`config.mk`:
```
export PLATFORM = sky130hd
export DESIGN_NAME = sm_seq_divider
export DESIGN_NICKNAME = d
export VERILOG_FILES = /design/src/rtl/sm_arith_pkg.sv /design/src/rtl/sm_div_step.sv /design/src/rtl/sm_seq_divider.sv
export SDC_FILE = /design/constraint.sdc
export NUM_CORES = 1
export LEC_CHECK = 0
export ABC_AREA = 1
export BUFFER_PORTS_ARGS = -buffer_cell sky130_fd_sc_hd__buf_2
export CAP_MARGIN = 10
export CORE_MARGIN = 5
export CORE_UTILIZATION = 33
export CTS_CLUSTER_SIZE = 40
export DETAILED_ROUTE_END_ITERATION = 7
export GPL_TIMING_DRIVEN = 0
export SYNTH_ARGS = -nofsm -noshare
export SYNTH_HDL_FRONTEND = slang
export SYNTH_SLANG_ARGS = --single-unit
```
`constraint.sdc`:
```
create_clock -name clk_i -period 4.07 [get_ports clk_i]
set_clock_uncertainty 0.05 [all_clocks]
set_input_delay 0.6105 -clock clk_i [delete_from_list [all_inputs] [get_ports clk_i]]
set_output_delay 0.6105 -clock clk_i [all_outputs]
set_load 0.1 [all_outputs]
```
`src/rtl/sm_arith_pkg.sv`:
```
// ----------------------------------------------------------------------------
// sm_arith_pkg
//   Definitions shared by the sign-magnitude multiplier and divider.
//   - Default magnitude widths for the 5x5 -> 9-bit product format.
//   - FSM state encoding for the sequential divider.
//   - Helpers for locating the sign bit and forming a canonical sign,
//     so that a zero magnitude never carries a negative sign.
// ----------------------------------------------------------------------------
package sm_arith_pkg;

    // Product-format (dividend) and operand-format (divisor) magnitude widths.
    localparam int SM_A_MAG_W = 8;
    localparam int SM_B_MAG_W = 4;

    typedef enum logic [1:0] {
        ST_IDLE = 2'd0,
        ST_CALC = 2'd1,
        ST_DONE = 2'd2
    } sm_state_e;

    // The sign bit sits directly above the magnitude field.
    function automatic int sm_sign_pos(input int mag_w);
        return mag_w;
    endfunction

    // Canonical sign: zero magnitudes are always reported as positive.
    function automatic logic sm_sign(input logic sign, input logic mag_is_zero);
        return sign & ~mag_is_zero;
    endfunction

endpackage

```
`src/rtl/sm_div_step.sv`:
```
// ----------------------------------------------------------------------------
// sm_div_step
//   One combinational restoring-division step.
//   Ports:
//     i_rem      B_MAG_W   held partial remainder (always < divisor magnitude)
//     i_bit      1         next dividend bit, MSB first
//     i_dvs_mag  B_MAG_W   divisor magnitude
//     o_rem      B_MAG_W   partial remainder after this step
//     o_q_bit    1         quotient bit produced by this step
// ----------------------------------------------------------------------------
module sm_div_step #(
    parameter int B_MAG_W = 4
) (
    input  logic [B_MAG_W-1:0] i_rem,
    input  logic               i_bit,
    input  logic [B_MAG_W-1:0] i_dvs_mag,
    output logic [B_MAG_W-1:0] o_rem,
    output logic               o_q_bit
);

    logic [B_MAG_W:0]   w_shift;
    logic [B_MAG_W-1:0] w_diff;

    // Because i_rem < divisor, the shifted value fits in B_MAG_W+1 bits.
    assign w_shift = {i_rem, i_bit};
    assign o_q_bit = (w_shift >= {1'b0, i_dvs_mag});

    // When the subtraction happens the true difference is < divisor, so the
    // modulo-2^B_MAG_W difference of the low bits is exact.
    assign w_diff = w_shift[B_MAG_W-1:0] - i_dvs_mag;
    assign o_rem  = o_q_bit ? w_diff : w_shift[B_MAG_W-1:0];

endmodule

```
`src/rtl/sm_seq_divider.sv`:
```
// ----------------------------------------------------------------------------
// sm_seq_divider
//   Sequential sign-magnitude restoring divider, one quotient bit per clock.
//   Inverse of the 5x5 -> 9-bit sign-magnitude multiplier.
//   Ports:
//     clk_i          rising-edge clock
//     rst_i          synchronous active-high reset
//     start_i        request, sampled only in IDLE
//     dividend_i     [A_MAG_W]=sign, [A_MAG_W-1:0]=magnitude
//     divisor_i      [B_MAG_W]=sign, [B_MAG_W-1:0]=magnitude
//     busy_o         high while the quotient bits are being produced
//     done_o         one-cycle pulse, results valid from this cycle
//     quotient_o     sign-magnitude quotient (held until next completion)
//     remainder_o    sign-magnitude remainder, sign follows the dividend
//     div_by_zero_o  last operation had a zero divisor magnitude
// ----------------------------------------------------------------------------
module sm_seq_divider
    import sm_arith_pkg::*;
#(
    parameter int A_MAG_W = SM_A_MAG_W,
    parameter int B_MAG_W = SM_B_MAG_W
) (
    input  logic               clk_i,
    input  logic               rst_i,
    input  logic               start_i,
    input  logic [A_MAG_W:0]   dividend_i,
    input  logic [B_MAG_W:0]   divisor_i,
    output logic               busy_o,
    output logic               done_o,
    output logic [A_MAG_W:0]   quotient_o,
    output logic [B_MAG_W:0]   remainder_o,
    output logic               div_by_zero_o
);

    localparam int A_SIGN = sm_sign_pos(A_MAG_W);
    localparam int B_SIGN = sm_sign_pos(B_MAG_W);
    localparam int CNT_W  = (A_MAG_W > 1) ? $clog2(A_MAG_W) : 1;
    localparam logic [CNT_W-1:0] LAST_STEP = CNT_W'(A_MAG_W - 1);

    sm_state_e          r_state;
    logic [CNT_W-1:0]   r_cnt;
    // Dividend bits shift out of the top while quotient bits shift in at the
    // bottom; after A_MAG_W steps this register holds the quotient magnitude.
    logic [A_MAG_W-1:0] r_dvd;
    logic [B_MAG_W-1:0] r_dvs;
    logic [B_MAG_W-1:0] r_rem;
    logic               r_sign_q;
    logic               r_sign_r;
    logic               r_dbz;

    logic               r_busy;
    logic               r_done;
    logic [A_MAG_W:0]   r_quot;
    logic [B_MAG_W:0]   r_remo;
    logic               r_dbz_o;

    logic [B_MAG_W-1:0] w_rem_next;
    logic               w_q_bit;
    logic               w_dvs_zero;

    assign w_dvs_zero = (divisor_i[B_MAG_W-1:0] == '0);

    sm_div_step #(
        .B_MAG_W (B_MAG_W)
    ) u_step (
        .i_rem     (r_rem),
        .i_bit     (r_dvd[A_MAG_W-1]),
        .i_dvs_mag (r_dvs),
        .o_rem     (w_rem_next),
        .o_q_bit   (w_q_bit)
    );

    always_ff @(posedge clk_i) begin
        if (rst_i) begin
            r_state  <= ST_IDLE;
            r_cnt    <= '0;
            r_dvd    <= '0;
            r_dvs    <= '0;
            r_rem    <= '0;
            r_sign_q <= 1'b0;
            r_sign_r <= 1'b0;
            r_dbz    <= 1'b0;
            r_busy   <= 1'b0;
            r_done   <= 1'b0;
            r_quot   <= '0;
            r_remo   <= '0;
            r_dbz_o  <= 1'b0;
        end else begin
            r_done <= 1'b0;
            unique case (r_state)
                ST_IDLE: begin
                    if (start_i) begin
                        r_dvd    <= dividend_i[A_MAG_W-1:0];
                        r_dvs    <= divisor_i[B_MAG_W-1:0];
                        r_rem    <= '0;
                        r_cnt    <= '0;
                        r_sign_q <= dividend_i[A_SIGN] ^ divisor_i[B_SIGN];
                        r_sign_r <= dividend_i[A_SIGN];
                        r_dbz    <= w_dvs_zero;
                        if (w_dvs_zero) begin
                            // Nothing to compute; report immediately.
                            r_state <= ST_DONE;
                        end else begin
                            r_state <= ST_CALC;
                            r_busy  <= 1'b1;
                        end
                    end
                end

                ST_CALC: begin
                    r_rem <= w_rem_next;
                    r_dvd <= {r_dvd[A_MAG_W-2:0], w_q_bit};
                    r_cnt <= r_cnt + CNT_W'(1);
                    if (r_cnt == LAST_STEP) begin
                        r_state <= ST_DONE;
                        r_busy  <= 1'b0;
                    end
                end

                ST_DONE: begin
                    r_done  <= 1'b1;
                    r_state <= ST_IDLE;
                    if (r_dbz) begin
                        r_quot  <= '0;
                        r_remo  <= '0;
                        r_dbz_o <= 1'b1;
                    end else begin
                        r_quot  <= {sm_sign(r_sign_q, r_dvd == '0), r_dvd};
                        r_remo  <= {sm_sign(r_sign_r, r_rem == '0), r_rem};
                        r_dbz_o <= 1'b0;
                    end
                end

                default: begin
                    r_state <= ST_IDLE;
                    r_busy  <= 1'b0;
                end
            endcase
        end
    end

    assign busy_o        = r_busy;
    assign done_o        = r_done;
    assign quotient_o    = r_quot;
    assign remainder_o   = r_remo;
    assign div_by_zero_o = r_dbz_o;

endmodule

```
==> reports/metrics.cfg <==
[logic_synthesis]
synth.area.top_cells=dfxtp_1, nand2_1, o21ai_0, a21oi_1, nand3_1
yosysMostFrequentCell=nand2_1
synth_top_area_cell=dfxtp_1
yosysUniqueCellTypes=27
synth-edff-count=0
synth_top_cell_area_share_pct=45.59
avgSynthCellArea_um2=7.662
ys_warn_count=0
ys_seq_elements=41
synth.net_count=259
synth_async_sr_flop_share_pct=0
synthesis.area_mm2=0.001800
syn_inst=235
yosysSeqAreaShare_pct=45.59
ys_top_cells_by_count=nand2_1, dfxtp_1, o21ai_0, inv_1
yosys_most_used_dff=dfxtp_1

[route]
wl_per_cell_um=12.41
ant_nets=0
vias=1595
wl_um=4282
drtPass1Iterations=5
viasPerCell=4.623
drc=0
drtIter0Drc=108

[worst_setup_path]
crit_arrival_ns=1.07
worst-path-stages=1
max_stage_delay_ns=0.43
reg2reg_depth=8
cp-end-kind=primary output
cp_max_fo=2
worstPathRequired_ns=3.41
path_delay_family=buffers and inverters
critPathKind=register to primary output
cp-start-kind=register
worstPathCellList=buf_2
slowest_stage=buf_2
path_buf_inv=1

[clock_network]
cts_hold_buffers=0
cts.htree.levels=2
cts_tree=done
cts_root_buf=clkbuf_8
clkLatencyLatePin_ns=0.28
path_clk_slew_ns=0.08
postCtsSetupRepairBufs=0
numCtsBuffers=5
clock_path_buffers=2
cts_resized=0
clock_sinks=41

[place]
dpl_worst_slack_ns=2.395
globalplace.congestion=0.8269
io_buffer_count=32
place_hpwl_um=3318
placed_cells=337

[power]
power_density_mw_per_mm2=447.9
p_leak_uw=0.0009660
ir_drop_mv=0.2557
fin_total_pwr_uw=962.7

[finish]
final_cells=345
nFillCells=559
drive_gt1_share_pct=21.09
diodes=0
fin_nets=298
syn_to_final_growth_pct=19.39

[global_route]
grt_usage_pct=12.92
grt_pass1_wl_um=7341
grt_pass1_vias=1502
globalRouteOverflowTotal=0
grt_max_degree=13
antenna_found_initial=0

[timing]
fin_tns_setup_ns=0
worst_pin_slew_ns=0.4921
period_needed_ns=1.727
final-hold-violation-count=0
fin_crit_sh_pct=42.43
slew_viol_final=0
clock.fmax_mhz=579.1
relSlewSlack_pct=67.42
grt_setup_unrepaired=no
setup_violations=0
setup_slack_ns=2.343

[floorplanning]
die-area_mm2=0.007033
num_rows=26
initial_core_util_pct=34.59
ios=34
fp.dieW_um=83.87
core-area_mm2=0.005205
die_y_um=83.87

[run_status]
status=complete, no violations

[min_path]
hold_depth=2
hold_class=register to register

[run]
maxCapViolCount=0

[registers in the layout (all words and copies together), names as in the netlist, 2 cells and up]
name,count
quotient_o,9
remainder_o,5
r_dvd,8
r_cnt,3
r_dvs,4
r_rem,4
r_state,2
[metal layers]
metal,vias up,global-route usage (%),wire length [µm]
met5,-,0,0
met4,0,4.386,39
met3,5,3.455,186
met2,26,19.09,1873
met1,714,18.08,2183
li1,850,-,-
[worst paths after layout]
path	slack (ns)	startpoint	endpoint
worst min-delay path	0.41	busy_o$_SDFFE_PP0P_	busy_o$_SDFFE_PP0P_
worst min register to register	0.41	busy_o$_SDFFE_PP0P_	busy_o$_SDFFE_PP0P_
worst max register to register	2.41	r_rem[1]$_SDFFE_PP0P_	r_rem[1]$_SDFFE_PP0P_
worst max-delay path	2.34	quotient_o[2]$_SDFFE_PP0P_	quotient_o[2]
[kinds of logic after synthesis]
logic type / after synthesis / share of synthesized area (%)
simple gates: 89 / 22.03
buf+inv: 37 / 9.173
fa+ha+maj: 7 / 5.281
compound gates: 59 / 16.96
xor+xnor: 2 / 0.9731
flops: 41 / 45.59
[cell type report]
| class | instances | area (µm²) | area share (%) |
|---|---|---|---|
| repair buffers | 32 | 160.2 | 7.451 |
| inverters | 27 | 101.3 | 4.715 |
| clock inverters | 1 | 5.005 | 0.2328 |
| plain buffers | 10 | 63.81 | 2.969 |
| clock buffers | 7 | 96.34 | 4.482 |
| well taps | 70 | 87.58 | 4.075 |
| multi-input cells | 157 | 814.5 | 37.89 |
| flip-flops and latches | 41 | 820.8 | 38.18 |
[stage by stage]
step | instance area [µm²] | hold slack (ns) | utilization (%)
6_report | 2150 | 0.4109 | 41.30
5_1_grt | 2150 | 0.4399 | 41.30
4_1_cts | 2150 | 0.4150 | 41.30
3_5_place_dp | 2048 | 0.4039 | 39.35
3_3_place_gp | 2048 | 0.3999 | 39.35
2_1_floorplan | 1800 | 0.3848 | -
[placed cells by master, fill, tap and decap left out, drive strengths merged]
cell type and count:
inv 27, o21ai 33, nand4 1, a211oi 2, clkinv 1, xnor2 1, nor4 2, nand3 23
nor2 18, dfxtp 41, a31oi 1, ha 6, a21oi 23, fa 1, buf 41, nor3 1
clkbuf 8, xor2 1, nand2 44
[report_power, final]
| part | internal [µW] | total (µW) | switching, µW |
|---|---|---|---|
| Sequential | 429 | 447 | 18.1 |
| Combinational | 75.9 | 226 | 150 |
| Clock | 153 | 289 | 136 |
(Power assumes the default switching activity.)
